### src/rtl/alu_pkg.sv
// Shared encodings for the execute-stage ALU with M extension.
// Holds func7/func3 decode constants and the sequencing state type.
package alu_pkg;

  localparam logic [6:0] FUNC7_BASE   = 7'b0000000;
  localparam logic [6:0] FUNC7_ALT    = 7'b0100000;
  localparam logic [6:0] FUNC7_MULDIV = 7'b0000001;

  localparam logic [2:0] F3_ADD  = 3'b000;
  localparam logic [2:0] F3_SLL  = 3'b001;
  localparam logic [2:0] F3_SLT  = 3'b010;
  localparam logic [2:0] F3_SLTU = 3'b011;
  localparam logic [2:0] F3_XOR  = 3'b100;
  localparam logic [2:0] F3_SR   = 3'b101;
  localparam logic [2:0] F3_OR   = 3'b110;
  localparam logic [2:0] F3_AND  = 3'b111;

  localparam logic [2:0] F3_MUL    = 3'b000;
  localparam logic [2:0] F3_MULH   = 3'b001;
  localparam logic [2:0] F3_MULHSU = 3'b010;
  localparam logic [2:0] F3_MULHU  = 3'b011;
  localparam logic [2:0] F3_DIV    = 3'b100;
  localparam logic [2:0] F3_DIVU   = 3'b101;
  localparam logic [2:0] F3_REM    = 3'b110;
  localparam logic [2:0] F3_REMU   = 3'b111;

  typedef enum logic [1:0] {IDLE, MUL, DIV, FIX} state_e;

endpackage

### src/rtl/alu_divider.sv
// Iterative unsigned restoring divider, one quotient bit per clock.
// Operands are magnitudes; the caller owns all sign handling.
module alu_divider #(
  parameter int XLEN = 32
) (
  input  logic            clk,
  input  logic            rst,
  input  logic            start,
  input  logic [XLEN-1:0] dividend,
  input  logic [XLEN-1:0] divisor,
  output logic            busy,
  output logic            done,
  output logic [XLEN-1:0] quotient,
  output logic [XLEN-1:0] remainder
);
  localparam int CW = $clog2(XLEN + 1);

  logic [CW-1:0]   r_cnt;
  logic [XLEN-1:0] r_quo;
  logic [XLEN-1:0] r_rem;
  logic [XLEN-1:0] r_dvs;
  logic [XLEN:0]   w_shift;
  logic [XLEN:0]   w_diff;
  logic            w_fits;

  // r_quo doubles as the dividend shift register: its MSB feeds the partial remainder.
  assign w_shift = {r_rem, r_quo[XLEN-1]};
  assign w_diff  = w_shift - {1'b0, r_dvs};
  assign w_fits  = ~w_diff[XLEN];

  always_ff @(posedge clk or posedge rst) begin
    if (rst) begin
      r_cnt <= '0;
      r_quo <= '0;
      r_rem <= '0;
      r_dvs <= '0;
    end else if (start) begin
      r_cnt <= CW'(XLEN);
      r_quo <= dividend;
      r_rem <= '0;
      r_dvs <= divisor;
    end else if (busy) begin
      r_cnt <= r_cnt - CW'(1);
      r_rem <= w_fits ? w_diff[XLEN-1:0] : w_shift[XLEN-1:0];
      r_quo <= {r_quo[XLEN-2:0], w_fits};
    end
  end

  assign busy      = (r_cnt != '0);
  assign done      = (r_cnt == CW'(1));
  assign quotient  = r_quo;
  assign remainder = r_rem;

endmodule

### src/rtl/alu_m_pipe.sv
// Execute-stage integer ALU with RV32M/RV64M multiply/divide.
// Base ops in 1 cycle, multiply in 2, divide/remainder in XLEN+2.
module alu_m_pipe
  import alu_pkg::*;
#(
  parameter int XLEN     = 32,
  parameter bit ENABLE_M = 1'b1
) (
  input  logic            clk,
  input  logic            rst,
  input  logic            in_valid,
  output logic            in_ready,
  input  logic [2:0]      func3,
  input  logic [6:0]      func7,
  input  logic [XLEN-1:0] ALUin1,
  input  logic [XLEN-1:0] ALUin2,
  output logic [XLEN-1:0] ALUout,
  output logic            out_valid,
  output logic            out_err
);
  localparam int SHW = $clog2(XLEN);

  state_e            r_state, w_next;
  logic [XLEN-1:0]   r_out;
  logic              r_valid, r_err;
  logic [2*XLEN-1:0] r_prod;
  logic              r_mul_lo, r_neg_q, r_neg_r, r_rem_sel;

  logic              w_accept;
  logic [SHW-1:0]    w_shamt;
  logic              w_a_neg, w_b_neg;
  logic [XLEN-1:0]   w_base_res;
  logic              w_base_ok;
  logic              w_is_m, w_is_mul, w_is_div;
  logic              w_div_signed, w_div_rem, w_div_zero, w_div_ovf, w_div_fast, w_div_start;
  logic [XLEN-1:0]   w_fast_res, w_abs_a, w_abs_b, w_fix_res, w_mul_res;
  logic              w_sa, w_sb;
  logic [2*XLEN-1:0] w_ma, w_mb, w_prod;
  logic              w_div_busy, w_div_done;
  logic [XLEN-1:0]   w_quo, w_rem;

  assign in_ready  = (r_state == IDLE);
  assign w_accept  = in_valid && in_ready;
  assign w_shamt   = ALUin2[SHW-1:0];
  assign w_a_neg   = ALUin1[XLEN-1];
  assign w_b_neg   = ALUin2[XLEN-1];

  always_comb begin
    w_base_ok  = 1'b1;
    w_base_res = '0;
    if (func7 == FUNC7_BASE) begin
      case (func3)
        F3_ADD:  w_base_res = ALUin1 + ALUin2;
        F3_SLL:  w_base_res = ALUin1 << w_shamt;
        F3_SLT:  w_base_res = {{(XLEN-1){1'b0}}, ($signed(ALUin1) < $signed(ALUin2))};
        F3_SLTU: w_base_res = {{(XLEN-1){1'b0}}, (ALUin1 < ALUin2)};
        F3_XOR:  w_base_res = ALUin1 ^ ALUin2;
        F3_SR:   w_base_res = ALUin1 >> w_shamt;
        F3_OR:   w_base_res = ALUin1 | ALUin2;
        F3_AND:  w_base_res = ALUin1 & ALUin2;
        default: w_base_ok  = 1'b0;
      endcase
    end else if (func7 == FUNC7_ALT) begin
      case (func3)
        F3_ADD:  w_base_res = ALUin1 - ALUin2;
        F3_SR:   w_base_res = $signed(ALUin1) >>> w_shamt;
        default: w_base_ok  = 1'b0;
      endcase
    end else begin
      w_base_ok = 1'b0;
    end
  end

  assign w_is_m   = ENABLE_M && (func7 == FUNC7_MULDIV);
  assign w_is_mul = w_is_m && (func3 inside {F3_MUL, F3_MULH, F3_MULHSU, F3_MULHU});
  assign w_is_div = w_is_m && (func3 inside {F3_DIV, F3_DIVU, F3_REM, F3_REMU});

  // Sign-extending to 2*XLEN makes one unsigned multiply serve all four variants.
  assign w_sa   = w_a_neg && (func3 == F3_MULH || func3 == F3_MULHSU);
  assign w_sb   = w_b_neg && (func3 == F3_MULH);
  assign w_ma   = {{XLEN{w_sa}}, ALUin1};
  assign w_mb   = {{XLEN{w_sb}}, ALUin2};
  assign w_prod = w_ma * w_mb;
  assign w_mul_res = r_mul_lo ? r_prod[XLEN-1:0] : r_prod[2*XLEN-1:XLEN];

  assign w_div_signed = (func3 == F3_DIV) || (func3 == F3_REM);
  assign w_div_rem    = (func3 == F3_REM) || (func3 == F3_REMU);
  assign w_div_zero   = (ALUin2 == '0);
  assign w_div_ovf    = w_div_signed && (ALUin1 == {1'b1, {(XLEN-1){1'b0}}}) && (ALUin2 == '1);
  assign w_div_fast   = w_div_zero || w_div_ovf;
  assign w_div_start  = w_accept && w_is_div && !w_div_fast;

  always_comb begin
    w_fast_res = '0;
    if (w_div_zero)
      w_fast_res = w_div_rem ? ALUin1 : '1;
    else if (w_div_ovf)
      w_fast_res = w_div_rem ? '0 : ALUin1;
  end

  assign w_abs_a   = (w_div_signed && w_a_neg) ? -ALUin1 : ALUin1;
  assign w_abs_b   = (w_div_signed && w_b_neg) ? -ALUin2 : ALUin2;
  assign w_fix_res = r_rem_sel ? (r_neg_r ? -w_rem : w_rem)
                               : (r_neg_q ? -w_quo : w_quo);

  alu_divider #(.XLEN(XLEN)) u_div (
    .clk       (clk),
    .rst       (rst),
    .start     (w_div_start),
    .dividend  (w_abs_a),
    .divisor   (w_abs_b),
    .busy      (w_div_busy),
    .done      (w_div_done),
    .quotient  (w_quo),
    .remainder (w_rem)
  );

  always_ff @(posedge clk or posedge rst) begin
    if (rst) r_state <= IDLE;
    else     r_state <= w_next;
  end

  always_comb begin
    w_next = r_state;
    case (r_state)
      IDLE: begin
        if (w_accept && w_is_mul) w_next = MUL;
        else if (w_div_start)     w_next = DIV;
      end
      MUL: w_next = IDLE;
      // An idle divider here can only mean a lost start; fall through rather than hang.
      DIV: if (w_div_done || !w_div_busy) w_next = FIX;
      FIX: w_next = IDLE;
      default: w_next = IDLE;
    endcase
  end

  always_ff @(posedge clk or posedge rst) begin
    if (rst) begin
      r_out     <= '0;
      r_valid   <= 1'b0;
      r_err     <= 1'b0;
      r_prod    <= '0;
      r_mul_lo  <= 1'b0;
      r_neg_q   <= 1'b0;
      r_neg_r   <= 1'b0;
      r_rem_sel <= 1'b0;
    end else begin
      r_valid <= 1'b0;
      r_err   <= 1'b0;
      case (r_state)
        IDLE: if (w_accept) begin
          if (w_is_mul) begin
            r_prod   <= w_prod;
            r_mul_lo <= (func3 == F3_MUL);
          end else if (w_is_div) begin
            if (w_div_fast) begin
              r_out   <= w_fast_res;
              r_valid <= 1'b1;
            end else begin
              r_neg_q   <= w_div_signed && (w_a_neg ^ w_b_neg);
              r_neg_r   <= w_div_signed && w_a_neg;
              r_rem_sel <= w_div_rem;
            end
          end else if (w_base_ok) begin
            r_out   <= w_base_res;
            r_valid <= 1'b1;
          end else begin
            r_out   <= '1;
            r_valid <= 1'b1;
            r_err   <= 1'b1;
          end
        end
        MUL: begin
          r_out   <= w_mul_res;
          r_valid <= 1'b1;
        end
        FIX: begin
          r_out   <= w_fix_res;
          r_valid <= 1'b1;
        end
        default: ;
      endcase
    end
  end

  assign ALUout    = r_out;
  assign out_valid = r_valid;
  assign out_err   = r_err;

endmodule

### config.mk
export PLATFORM = sky130hd
export DESIGN_NAME = alu_m_pipe
export DESIGN_NICKNAME = d
export VERILOG_FILES = /design/src/rtl/alu_pkg.sv /design/src/rtl/alu_divider.sv /design/src/rtl/alu_m_pipe.sv
export SDC_FILE = /design/constraint.sdc
export NUM_CORES = 2
export LEC_CHECK = 0
export BUFFER_PORTS_ARGS = -buffer_cell sky130_fd_sc_hd__buf_2
export CAP_MARGIN = 5
export CORE_MARGIN = 3
export CORE_UTILIZATION = 45
export CTS_CLUSTER_SIZE = 16
export DETAILED_ROUTE_END_ITERATION = 8
export SKIP_LAST_GASP = 1
export SYNTH_ARGS = -nofsm -noshare
export SYNTH_HDL_FRONTEND = slang
export SYNTH_HIERARCHICAL = 1
export SYNTH_SLANG_ARGS = --single-unit
### constraint.sdc
create_clock -name clk -period 7.2 [get_ports clk]
set_input_delay 1.44 -clock clk [delete_from_list [all_inputs] [get_ports clk]]
set_output_delay 1.44 -clock clk [all_outputs]
set_load 0.05 [all_outputs]
==> qor_table.md <==
| Item | Reported | Unit |
| --- | --- | --- |
| Result of the run | finished with violations | - |
| Violations in the final reports | negative setup slack | - |
| R2r endpoint | u_div/remainder[28] | - |
| Final cycle utilization of the critical path | 123.8 | % |
| Fin. Hold Viols | 0 | - |
| Wire length of the first global-routing pass | 409900 | um |
| First-pass iteration count of the detailed router | 8 | - |
| Setup ws final | -1.716 | ns |
| Cell type with the highest occurrence count on the critical path | sky130_fd_sc_hd__fa_1 | - |
| Met1 routing resource usage after global routing | 53.32 | % |
| Reg area | 0.005159 | mm^2 |
| Startpoint types | input pin | - |
| Clock buffers created by TritonCTS | 27 | - |
| P&R area growth vs syn | 20.29 | % |
| Warnings from Yosys | 6 | - |
| Hold Worst Slack | 0.4839 | ns |
| Pins Over Slew Limit | 0 | - |
| Yosys cell types | 106 | - |
| Post-synthesis register bit count | 206 | - |
| Critical path data required time | 7.65 | ns |
| TritonCTS clock tree | done | - |
| Crit-path slowest cell | sky130_fd_sc_hd__fa_1 | - |
| Overall die area | 0.1389 | mm^2 |
| Synth Area in Compound Gates | 12.78 | % |
| Timing startpoint of the critical path | func3[1] | - |
| Biggest cell delay along the critical path | 0.55 | ns |
| Gr usage total | 40.30 | % |
| Unrepaired setup endpoints after global routing | yes | - |
| Multi-input gate area | 0.05041 | mm^2 |
| Startpoint of the lowest-slack register-to-register path | u_div/quotient[31] | - |
| Commonest register cell after synthesis | sky130_fd_sc_hd__dfrtp_1 | - |
| Number of global-route vias before repair | 58490 | - |
| Cell row count | 133 | - |
| Number of H-tree branching levels | 1 | - |
| Area of the core | 0.1325 | mm^2 |
| Largest family of logic cells by synthesized area | adder cells | - |
| Simple-gate area share of the yosys netlist | 14.91 | % |
| Placed standard-cell area | 0.06898 | mm^2 |
| Deepest clock path buffer count | 3 | - |
| Tightest Pin Transition | 1.173 | ns |
| Worst max-slew margin expressed relative to the limit | 21.81 | % |
| Post-synthesis instance total | 7300 | - |
| Share of final-layout standard cells stronger than drive strength 1 | 19.96 | % |
| Global Route met3 Usage | 10.28 | % |
| Maximum number of pins on one net before global-route repair | 104 | - |
| Layout Cell Area excl Fill | 0.07279 | mm^2 |
| Final worst path period need | 8.916 | ns |
| Die height | 372.7 | um |
| Clock latency on the worst-skew pair | 0.59 | ns |
| Max-cap check violation count | 0 | - |
| Gr busiest metal | met2 | - |
| Fill cells | 12380 | - |
| Most numerous cell in the Yosys netlist | sky130_fd_sc_hd__inv_1 | - |
| I/O pin count | 112 | - |
| Number of cell instances on the worst register-to-register path | 12 | - |
| Final wirelength | 284000 | um |
| Initial cell density of the core | 45.68 | % |
| Biggest area contributors in the synthesized netlist | sky130_fd_sc_hd__fa_1, sky130_fd_sc_hd__dfrtp_1, sky130_fd_sc_hd__inv_1, sky130_fd_sc_hd__ha_1, sky130_fd_sc_hd__nand2_1 | - |
| Dpl hpwl | 235200 | um |
| Worst EP arrival | 9.37 | ns |
| Input/output buffers | 111 | - |
| Synth Net Count | 8853 | - |
| Critical path destination | r_prod[56] | - |
| Post-detailed-route count of antenna-violating nets | 0 | - |
| Library cell used as clock root buffer | sky130_fd_sc_hd__clkbuf_16 | - |
| Setup skew after layout | 0.007687 | ns |
| Via count | 57320 | - |
| Post-Synth XOR/XNOR Area | 3.852 | % |
| Initial antenna violation count | 25 | - |
| Met2 demand-to-capacity share in global routing | 61.38 | % |
| Ranking of synthesized cells by instance count | sky130_fd_sc_hd__inv_1, sky130_fd_sc_hd__nand2_1, sky130_fd_sc_hd__fa_1 | - |
| Area fraction of the dominant cell type after synthesis | 37.32 | % |
| Avg Cell Area, Syn | 8.289 | um^2 |
| Maximum fanout encountered on the critical timing path | 3 | - |
| Final estimated routing congestion in global placement | 1.109 | - |
| Netlist Area Pre-Place | 0.06051 | mm^2 |
| Fmax achieved | 0.1122 | GHz |
| EDFF count, synth | 0 | - |
| Critical setup path kind | input pin to flip-flop | - |
| Ys async rst share | 100.0 | % |
| Final number of setup-violating endpoints | 48 | - |
| X dimension of the die | 372.7 | um |
| Via-per-instance ratio | 5.911 | - |
| Share of synthesized area occupied by flip-flops and latches | 8.519 | % |
| Multiplexer share of the synthesized area | 4.001 | % |
| Post-detailed-route DRC marker count | 0 | - |
| Average wire per cell in the routed design | 29.29 | um |
| Hold buffer count at CTS | 0 | - |
| Worst hold path startpoint | ALUout[3] | - |
| Share of synthesized cell area in full adder, half adder and majority cells | 44.51 | % |
| Layout net count | 9463 | - |
| Slack of the worst reg-to-reg path | 3.32 | ns |
| Clock slew at reported path FFs | 0.06 | ns |
| Library cell occupying the most area in the post-synthesis netlist | sky130_fd_sc_hd__fa_1 | - |
| Class of the tightest hold or removal check | flip-flop to flip-flop | - |
| Critical path endpoint category | flip-flop | - |
| Number of clock sinks | 206 | - |
| Number of DRC markers in iteration 0 | 6194 | - |
| Total congestion overflow after global routing | 0 | - |
-- stage by stage --
stage	setup WS (ns)	std cells	utilization (%)	TNS [ns]
3_5_place_dp	-2.393	9553	52.08	-87.59
4_1_cts	-1.721	9665	54.38	-42.77
5_1_grt	-1.970	9686	54.93	-52.05
3_3_place_gp	-2.367	9553	52.08	-87.50
6_report	-1.716	9697	54.95	-43.29
2_1_floorplan	-1.921	7300	-	-44.42
-- worst max-delay path, delay by kind of cell --
kind	cells	cell delay (ns)
xor+xnor	2	0.35
fa+ha+maj	9	4.27
compound gates	8	2.06
buf+inv	8	0.68
simple gates	4	0.54
-- placed cells by master, fill, tap and decap left out, types with 52 or more instances in the layout --
cell type                  count
sky130_fd_sc_hd__buf_12       54
sky130_fd_sc_hd__mux2i_1      99
sky130_fd_sc_hd__ha_1        291
sky130_fd_sc_hd__xor2_1       65
sky130_fd_sc_hd__o21ai_0     343
sky130_fd_sc_hd__inv_1      1272
sky130_fd_sc_hd__buf_6        81
sky130_fd_sc_hd__nor3_1       67
sky130_fd_sc_hd__ha_4         54
sky130_fd_sc_hd__buf_2        72
sky130_fd_sc_hd__dfrtp_1     203
sky130_fd_sc_hd__a211oi_1     61
sky130_fd_sc_hd__xnor2_1     175
sky130_fd_sc_hd__nand2_1    1112
sky130_fd_sc_hd__nor2_1      597
sky130_fd_sc_hd__o211ai_1     55
sky130_fd_sc_hd__nand3_1      52
sky130_fd_sc_hd__fa_1       1082
sky130_fd_sc_hd__buf_4       831
sky130_fd_sc_hd__a21oi_1     252
-- kinds of logic after synthesis --
group | Yosys count
AOI/OAI and AO/OA | 1217
xor gates and xnor gates | 264
adders and majority gates | 1476
buffers and inverters | 1818
DFF | 206
muxes | 176
and+or+nand+nor | 2143
-- worst min-delay path by stage --
stage                     slack, ns          to  cells past startpoint
final                          0.48   ALUout[3]                      2
after global routing           0.50  r_prod[29]                      2
after CTS                      0.48  r_prod[19]                      2
after detailed placement       0.47  r_prod[30]                      2
after global placement         0.46  r_prod[30]                      2
after floorplan                0.44  r_prod[48]                      2
-- area by class of cell --
| type | instances | area share, % |
|---|---|---|
| Antenna cell | 11 | 0.03782 |
| Inverter | 1339 | 7.030 |
| Sequential cell | 206 | 7.087 |
| Timing Repair Buffer | 1060 | 12.25 |
| Clock inverter | 17 | 0.3163 |
| Clock buffer | 33 | 1.000 |
| Tap cell | 1755 | 3.017 |
| Multi-Input combinational cell | 5276 | 69.26 |
-- timing repair --
action                     in CTS  in global routing
gates resized for setup       362                129
setup endpoints to repair      49                 51
buffers inserted               67                 27
pin swaps                     157                102
gates cloned                    2                  0
-- metal layers --
metal / vias to the layer above / share of wire, %
li1: 24280 / -
met1: 29120 / 39
met5: - / 0.052
met2: 3172 / 44
met3: 737 / 11
met4: 22 / 6.6
-- sequential cells by signal (all words and copies together), names as in the netlist, 2 cells and up --
register / cells
r_state: 2
u_div/quotient: 32
ALUout: 32
u_div/r_dvs: 32
r_prod: 64
u_div/remainder: 32
u_div/r_cnt: 6
Power is not shown: default switching activity piles up to over one toggle a cycle in this logic, so the estimate is an artifact.
